File: config.mk
export PLATFORM = sky130hd
export DESIGN_NAME = match_controller
export DESIGN_NICKNAME = d
export VERILOG_FILES = /design/src/rtl/pong_pkg.sv /design/src/rtl/frame_timer.sv /design/src/rtl/match_controller.sv
export SDC_FILE = /design/constraint.sdc
export NUM_CORES = 1
export LEC_CHECK = 0
export BUFFER_PORTS_ARGS = -buffer_cell sky130_fd_sc_hd__buf_2
export CORE_UTILIZATION = 40
export DETAILED_ROUTE_END_ITERATION = 12
export GPL_TIMING_DRIVEN = 1
export PLACE_DENSITY = 0.72
export SLEW_MARGIN = 15
export SYNTH_ARGS = -nofsm -noshare
export SYNTH_HDL_FRONTEND = slang
export SYNTH_SLANG_ARGS = --single-unit
File: constraint.sdc
create_clock -name clk -period 2 [get_ports clk]
set_input_delay 0.6 -clock clk [delete_from_list [all_inputs] [get_ports clk]]
set_output_delay 0.6 -clock clk [all_outputs]
set_load 0.005 [all_outputs]
File: src/rtl/pong_pkg.sv
// Shared types and constants for the Pong match sequencer and its displays.
package pong_pkg;

    localparam int SCORE_W = 4;

    typedef enum logic [2:0] {
        ST_IDLE  = 3'd0,
        ST_SERVE = 3'd1,
        ST_PLAY  = 3'd2,
        ST_POINT = 3'd3,
        ST_OVER  = 3'd4
    } state_e;

    localparam logic [1:0] WIN_NONE  = 2'b00;
    localparam logic [1:0] WIN_LEFT  = 2'b01;
    localparam logic [1:0] WIN_RIGHT = 2'b10;

    // Increment that holds at the limit so a score can never pass the winning value.
    function automatic logic [SCORE_W-1:0] sat_inc(input logic [SCORE_W-1:0] s,
                                                   input logic [SCORE_W-1:0] lim);
        return (s >= lim) ? s : s + 1'b1;
    endfunction

endpackage

File: src/rtl/frame_timer.sv
// Frame counter with a runtime terminal count; pulses done on the enabled tick that
// reaches the terminal count and wraps to zero in the same cycle.
module frame_timer #(
    parameter int CNT_W = 7
) (
    input  logic             clk,
    input  logic             rst,
    input  logic             clear,
    input  logic             enable,
    input  logic [CNT_W-1:0] terminal,
    output logic             done
);

    logic [CNT_W-1:0] cnt_q, cnt_d, cnt_inc;

    always_comb begin
        cnt_inc = cnt_q + 1'b1;
        cnt_d   = cnt_q;
        done    = 1'b0;
        if (clear) begin
            cnt_d = '0;
        end else if (enable) begin
            if (cnt_inc == terminal) begin
                done  = 1'b1;
                cnt_d = '0;
            end else begin
                cnt_d = cnt_inc;
            end
        end
    end

    always_ff @(posedge clk) begin
        if (rst) cnt_q <= '0;
        else     cnt_q <= cnt_d;
    end

endmodule

File: src/rtl/match_controller.sv
// Match sequencer: gates per-frame game steps, issues serves, keeps score and
// declares the winner. All outputs come straight from flops.
module match_controller
    import pong_pkg::*;
#(
    parameter int WIN_SCORE   = 7,
    parameter int SERVE_DELAY = 60,
    parameter int POINT_HOLD  = 90
) (
    input  logic               clk,
    input  logic               rst,
    input  logic               frame_tick,
    input  logic               miss_left,
    input  logic               miss_right,
    input  logic               start,
    input  logic               pause,
    input  logic [7:0]         random,
    output logic               step,
    output logic               serve,
    output logic               serve_dir,
    output logic [SCORE_W-1:0] score_left,
    output logic [SCORE_W-1:0] score_right,
    output logic [1:0]         winner,
    output logic [2:0]         state
);

    localparam int HOLD_MAX = (SERVE_DELAY > POINT_HOLD) ? SERVE_DELAY : POINT_HOLD;
    localparam int CNT_W    = $clog2(HOLD_MAX + 1);
    localparam logic [CNT_W-1:0]   SERVE_TC = CNT_W'(SERVE_DELAY);
    localparam logic [CNT_W-1:0]   POINT_TC = CNT_W'(POINT_HOLD);
    localparam logic [SCORE_W-1:0] WIN_VAL  = SCORE_W'(WIN_SCORE);

    state_e             state_q, state_d;
    logic [SCORE_W-1:0] score_left_q, score_left_d;
    logic [SCORE_W-1:0] score_right_q, score_right_d;
    logic [1:0]         winner_q, winner_d;
    logic               serve_dir_q, serve_dir_d;
    logic               step_q, step_d;
    logic               serve_q, serve_d;
    logic               start_prev_q, start_prev_d;

    logic               start_rise;
    logic               tick_en;
    logic               timer_clear;
    logic               timer_done;
    logic [CNT_W-1:0]   timer_tc;
    logic               unused_rnd;

    assign unused_rnd  = ^random[7:1];
    assign start_rise  = start & ~start_prev_q;
    assign tick_en     = frame_tick & ~pause;
    // One timer serves both waiting states; it sits cleared everywhere else so each
    // SERVE/POINT visit starts counting from zero.
    assign timer_clear = (state_q != ST_SERVE) && (state_q != ST_POINT);
    assign timer_tc    = (state_q == ST_POINT) ? POINT_TC : SERVE_TC;

    frame_timer #(
        .CNT_W(CNT_W)
    ) u_timer (
        .clk     (clk),
        .rst     (rst),
        .clear   (timer_clear),
        .enable  (tick_en),
        .terminal(timer_tc),
        .done    (timer_done)
    );

    always_comb begin
        state_d       = state_q;
        score_left_d  = score_left_q;
        score_right_d = score_right_q;
        winner_d      = winner_q;
        serve_dir_d   = serve_dir_q;
        step_d        = 1'b0;
        serve_d       = 1'b0;
        start_prev_d  = start;

        unique case (state_q)
            ST_IDLE: begin
                if (start_rise) begin
                    serve_dir_d = random[0];
                    state_d     = ST_SERVE;
                end
            end
            ST_SERVE: begin
                if (timer_done) begin
                    serve_d = 1'b1;
                    state_d = ST_PLAY;
                end
            end
            ST_PLAY: begin
                // A miss wins over a same-cycle frame tick: no step for that frame.
                if (miss_left && miss_right) begin
                    serve_dir_d = random[0];
                    state_d     = ST_POINT;
                end else if (miss_left) begin
                    score_right_d = sat_inc(score_right_q, WIN_VAL);
                    serve_dir_d   = 1'b0;
                    state_d       = ST_POINT;
                end else if (miss_right) begin
                    score_left_d = sat_inc(score_left_q, WIN_VAL);
                    serve_dir_d  = 1'b1;
                    state_d      = ST_POINT;
                end else if (tick_en) begin
                    step_d = 1'b1;
                end
            end
            ST_POINT: begin
                if (timer_done) begin
                    if (score_left_q == WIN_VAL) begin
                        winner_d = WIN_LEFT;
                        state_d  = ST_OVER;
                    end else if (score_right_q == WIN_VAL) begin
                        winner_d = WIN_RIGHT;
                        state_d  = ST_OVER;
                    end else begin
                        state_d = ST_SERVE;
                    end
                end
            end
            ST_OVER: begin
                if (start_rise) begin
                    score_left_d  = '0;
                    score_right_d = '0;
                    winner_d      = WIN_NONE;
                    serve_dir_d   = random[0];
                    state_d       = ST_SERVE;
                end
            end
            default: state_d = ST_IDLE;
        endcase
    end

    // start_prev resets high so a start held through reset is not seen as an edge.
    always_ff @(posedge clk) begin
        if (rst) begin
            state_q       <= ST_IDLE;
            score_left_q  <= '0;
            score_right_q <= '0;
            winner_q      <= WIN_NONE;
            serve_dir_q   <= 1'b0;
            step_q        <= 1'b0;
            serve_q       <= 1'b0;
            start_prev_q  <= 1'b1;
        end else begin
            state_q       <= state_d;
            score_left_q  <= score_left_d;
            score_right_q <= score_right_d;
            winner_q      <= winner_d;
            serve_dir_q   <= serve_dir_d;
            step_q        <= step_d;
            serve_q       <= serve_d;
            start_prev_q  <= start_prev_d;
        end
    end

    assign step        = step_q;
    assign serve       = serve_q;
    assign serve_dir   = serve_dir_q;
    assign score_left  = score_left_q;
    assign score_right = score_right_q;
    assign winner      = winner_q;
    assign state       = state_q;

endmodule

* Yosys cells after proc, flatten, opt, wreduce, memory -nomap -nowiden
Cells that the tools add are included.
Widths: inputs -> output; s select.
** Cells by class
- $add $sub $neg :: 3
- $mul :: 0
- Div/mod/pow operators :: 0
- $lt $le $gt $ge :: 2
- Equality and inequality tests :: 21
- Shifts and indexed selects :: 0
- Muxes and demuxes :: 36
- Bitwise operators :: 6
- Reductions and logical operators :: 15
** Operator list (number)
- $mux 4 :: 8
- $mux 3 :: 8
- $ne 2x2->1 const B :: 9
- $pmux 4 s2 :: 2
- $mux 7 :: 2
- $pmux 3 s4 :: 1
- $mux 1 :: 9
- $add 4x1->4 const B :: 2
- $eq 4x3->1 const B :: 2
- $ge 4x3->1 const B :: 2
- $mux 2 :: 4
- $reduce_and 4->1 :: 2
- $add 7x1->7 const B :: 1
- $eq 7x7->1 :: 1
- $eq 3x2->1 const B :: 2
- $ne 3x1->1 const B :: 2
- $reduce_and 6->1 :: 1
- $reduce_bool 2->1 :: 3
- $reduce_or 2->1 :: 3
- $reduce_and 5->1 :: 1
- $reduce_or 5->1 :: 1
- $ne 4x4->1 const B :: 1
- $not 1->1 :: 4
- $pmux 2 s2 :: 1
- other kinds (9) :: 11
** Storage, ports and cells
- Bits in registers :: 24
- Bits in latches :: 0
- Memory bits (writable) :: 0
- Memory bits (read-only) :: 0
- Bits of input ports :: 15
- Output and inout port bits :: 16
- Word-level logic and storage cells :: 92
- Memories :: 0

* Depth between registers and ports, before layout
- Word-level depth :: 8
- Mapped depth :: 9
- Depth with buffers taken out :: 8

* Cells and area by module
Synthesis repeated with hierarchy kept, for this count alone.
** Second synthesis, totals
- Cells, all modules :: 162
- Area total of the unflattened synthesis :: 1403.8 µm²
** By module, submodules not included
- match_controller :: instances 1, cells each 98, area each 854.6 µm², seq. area each 340.3 µm²
- frame_timer :: instances 1, cells each 64, area each 549.3 µm², seq. area each 140.1 µm²

* Least setup slack after synthesis
No wires, ideal clock.
- Kind :: register to register
- Start :: register u_timer.cnt_q[1]
- End :: register winner_q[0], in the netlist winner[0]
- Setup time :: 0.127 ns
- Data arrival time :: 1.955 ns
- Data required time :: 1.873 ns
- Path slack :: -0.081 ns
- Stages on the path, launching flop included :: 10
- Buffers on the path :: 1
- Period minus slack after synthesis :: 2.081 ns
- Cell sequence :: dfxtp_1 ha_1 buf_2 nor4bb_1 nor3_1 o21ai_1 nand4_1 a211oi_1 mux2i_1 nor2_1
** On the way
- Word-level cells in the longest chain between the ends :: 7
** Ends and longest elaborated chain
- start: declaration :: line frame_timer.sv:14 : logic [CNT_W-1:0] cnt_q, cnt_d, cnt_inc;
- start signal: assignment :: line frame_timer.sv:34 : else cnt_q <= cnt_d;
- $add 7x1->7 :: line frame_timer.sv:17 : cnt_inc = cnt_q + 1'b1;
- $eq 7x7->1 :: line frame_timer.sv:23 : if (cnt_inc == terminal) begin
- $mux 1 :: line frame_timer.sv:23
- $mux 1 :: line frame_timer.sv:22 : end else if (enable) begin
- $mux 1 :: line frame_timer.sv:20 : if (clear) begin
- $ne 2x2->1 (no line)
- $reduce_and 4->1 (no line)
- end signal: assignment :: line match_controller.sv:149 : winner_q <= winner_d;
- end: declaration :: line match_controller.sv:36 : logic [1:0] winner_q, winner_d;
No other way between the ends.
A chain may end at the register's enable or synchronous reset.

* Worst setup path after layout
- Start :: register u_timer.cnt_q[1]
- End :: register u_timer.cnt_q[3]
** On the way
- Word-level cells in the longest chain between the ends :: 3
** Ends and longest elaborated chain (line)
- $add 7x1->7 * :: frame_timer.sv:17
- $eq 7x7->1 :: frame_timer.sv:23
- $mux 7 * :: frame_timer.sv:23
Mark *: on every way between the ends. The rest lies on a longest branch, timed or not.

==> impl_metrics.ini <==
[status]
status = complete, no violations

[clock_network]
cts.path.max_buffers = 2
cts.clk_slew.worst_paths_ns = 0.13
cts.sinks = 24
tritoncts = built
htree_levels = 1
numCtsBuffers = 3
cts_hold_buffers = 0
clock_latency_ns = 0.31
clock_tree.root_cell = sky130_fd_sc_hd__clkbuf_4

[sta]
final_hold_violation_count = 0
setup_total_negative_slack_ns = 0
grt_setup_unrepaired = yes
finalHoldWorstSlack_ns = 0.475
drv_slew = 0
finalSetupViolations = 0
final_critical_period_ns = 1.99
skew_ns = 0.00278
fmax_mhz = 503
min_period_over_period = 0.995
max_slew.worst_pin.slew_ns = 0.398
maxSlewHeadroom = 0.734

[placement]
routabilityCongestion = 0.833
placement.cell_area_mm2 = 0.00163
place.port_buffers = 23
dpl.hpwl_mm = 2.49

[job]
maxCapViolCount = 0

[final_layout]
fin_area_mm2 = 0.00181
antenna-diode-count = 0
postLayoutCoreUtil = 0.579
final_layout_size_suffix_gt1_frac = 0.369
layout.cells.most_common_list = sky130_fd_sc_hd__buf_2, sky130_fd_sc_hd__nor2_1, sky130_fd_sc_hd__dfxtp_1, sky130_fd_sc_hd__buf_4, sky130_fd_sc_hd__a21oi_1
layout.cells.most_common = sky130_fd_sc_hd__buf_2
nNetsFinal = 223
synthToLayoutAreaGrowth_pct = 33.5

[synthesis]
synthesis.instances = 164
predominant_post_synthesis_flop_cell = sky130_fd_sc_hd__dfxtp_1
post_synth_instance_area_mm2 = 0.00136
postSynthRegisterBits = 24
synth-edff-count = 0
synth_warnings = 0
mappedNetlistNets = 182
synth.distinct_cells = 47
synthArstFlopShare = 0
syn_area_cell_um2 = 8.28
sequential_element_share_of_the_synthesized_area = 0.354

[global_routing]
groute.usage.overall = 0.189
grt_pass1_wl_mm = 5.24
grt_antenna_before_repair = 0
global_route.overflow_total = 0
grt_max_degree = 13
grt_pass1_vias = 1237

[route]
post_drt_wl_per_cell_um = 13.6
firstDrtPassIters = 4
detail_route.vias_per_cell = 5.51
detail_route.wirelength_mm = 3.36
detailedRoute.firstIterationViolations = 65
drc = 0
antenna_left = 0
via_count = 1362

[die]
die_width_um = 60.3
rows = 20
fp.coreArea_mm2 = 0.00313
die_height_um = 60.3
floorplan.initialDensity = 0.434
floorplan.die_area_mm2 = 0.00363
io_pins = 31

[worst_hold_path]
holdCritPathClass = in -> reg

[critical_path]
worst_ep_required_time_ns = 2.26
critical_path_peak_fanout = 7
arrival_ns = 2.25
crit_type = reg -> reg
worstSetupEndpointType = register
setup.worst_path.start_class = register

[power_and_ir_drop]
ir_drop_mv = 0.265
power_density_mw_per_mm2 = 415
power_mw = 0.751
leakage_nw = 0.757
## cell type report
type	instances	area, µm²
Clock buffer	3	22.5
Fill cell	293	1320
Inverter	2	7.51
Multi-Input combinational cell	130	932
Sequential cell	24	490
Tap cell	44	55.1
Timing Repair Buffer	44	304
## power by group
part	switching [mW]	leakage (nW)	total [mW]	internal, mW
combinational	0.0327	0.546	0.0560	0.0234
sequential	0.00204	0.197	0.483	0.481
clock	0.142	0.0138	0.213	0.0704
## kinds of logic (layout without fill, tap and decap cells)
logic type      Yosys count  after routing  share of synthesized area
simple gates             77             77                      0.312
fa+ha+maj                 3              3                     0.0277
mux                       3              3                     0.0221
xor+xnor                  6              6                     0.0387
compound gates           41             41                      0.208
flops                    24             24                      0.354
buf+inv                  10             49                     0.0369
## flip-flops by register name, summed over array words and instances, names as in the netlist
| signal | count |
|---|---|
| step | 1 |
| start_prev_q | 1 |
| u_timer.cnt_q | 7 |
| score_left | 4 |
| serve | 1 |
| score_right | 4 |
| serve_dir | 1 |
| winner | 2 |
| state | 3 |
## cells in the mapped netlist, drive strengths merged (4+ instances only)
master | count | area (µm²)
a21o | 5 | 37.5
a21oi | 14 | 70.1
buf | 6 | 35.0
dfxtp | 24 | 480
nand2 | 9 | 33.8
nand2b | 4 | 25.0
nand3 | 5 | 25.0
nand3b | 4 | 30.0
nand4 | 4 | 25.0
nor2 | 20 | 75.1
nor2b | 4 | 25.0
nor3 | 5 | 25.0
o21ai | 7 | 38.8
xnor2 | 5 | 43.8
## per-layer routing
layer	share of wire	up-vias	global-route usage	routed length, µm
met5	0	-	0	0
met4	0.015	0	0.0598	52
met3	0.024	8	0.0216	80
met2	0.54	25	0.366	1810
met1	0.42	653	0.208	1410
li1	-	676	-	-
## worst paths after layout
path	startpoint	endpoint	slack [ns]	cells after the start
hold reg to reg	winner[1]	winner[1]	0.51	2
setup reg to reg	u_timer.cnt_q[1]	u_timer.cnt_q[3]	0.01	8
hold / removal	start	start_prev_q	0.47	2
setup / recovery	u_timer.cnt_q[1]	u_timer.cnt_q[3]	0.01	8
## stage by stage
step	cells	worst slack, ns
after floorplan	164	-0.0151
after global placement	241	-0.103
after detailed placement	241	-0.174
after CTS	243	0.0106
after global routing	247	-0.0659
final	247	0.0102
## worst max-delay path, stage by stage (launching register included)
cell and delay [ns]:
sky130_fd_sc_hd__dfxtp_4 0.38, sky130_fd_sc_hd__buf_6 0.12, sky130_fd_sc_hd__and2_4 0.16, sky130_fd_sc_hd__and4b_1 0.17, sky130_fd_sc_hd__o31a_1 0.30, sky130_fd_sc_hd__o32ai_4 0.13
sky130_fd_sc_hd__o21ai_2 0.12, sky130_fd_sc_hd__or4_1 0.47, sky130_fd_sc_hd__o21ai_1 0.08
## repair_timing
action | CTS | global route
pin swaps | 7 | 12
gates resized for setup | 14 | 18
setup endpoints to repair | 12 | 9
setup buffers | 0 | 5
Power figures use the tool's default switching activity.
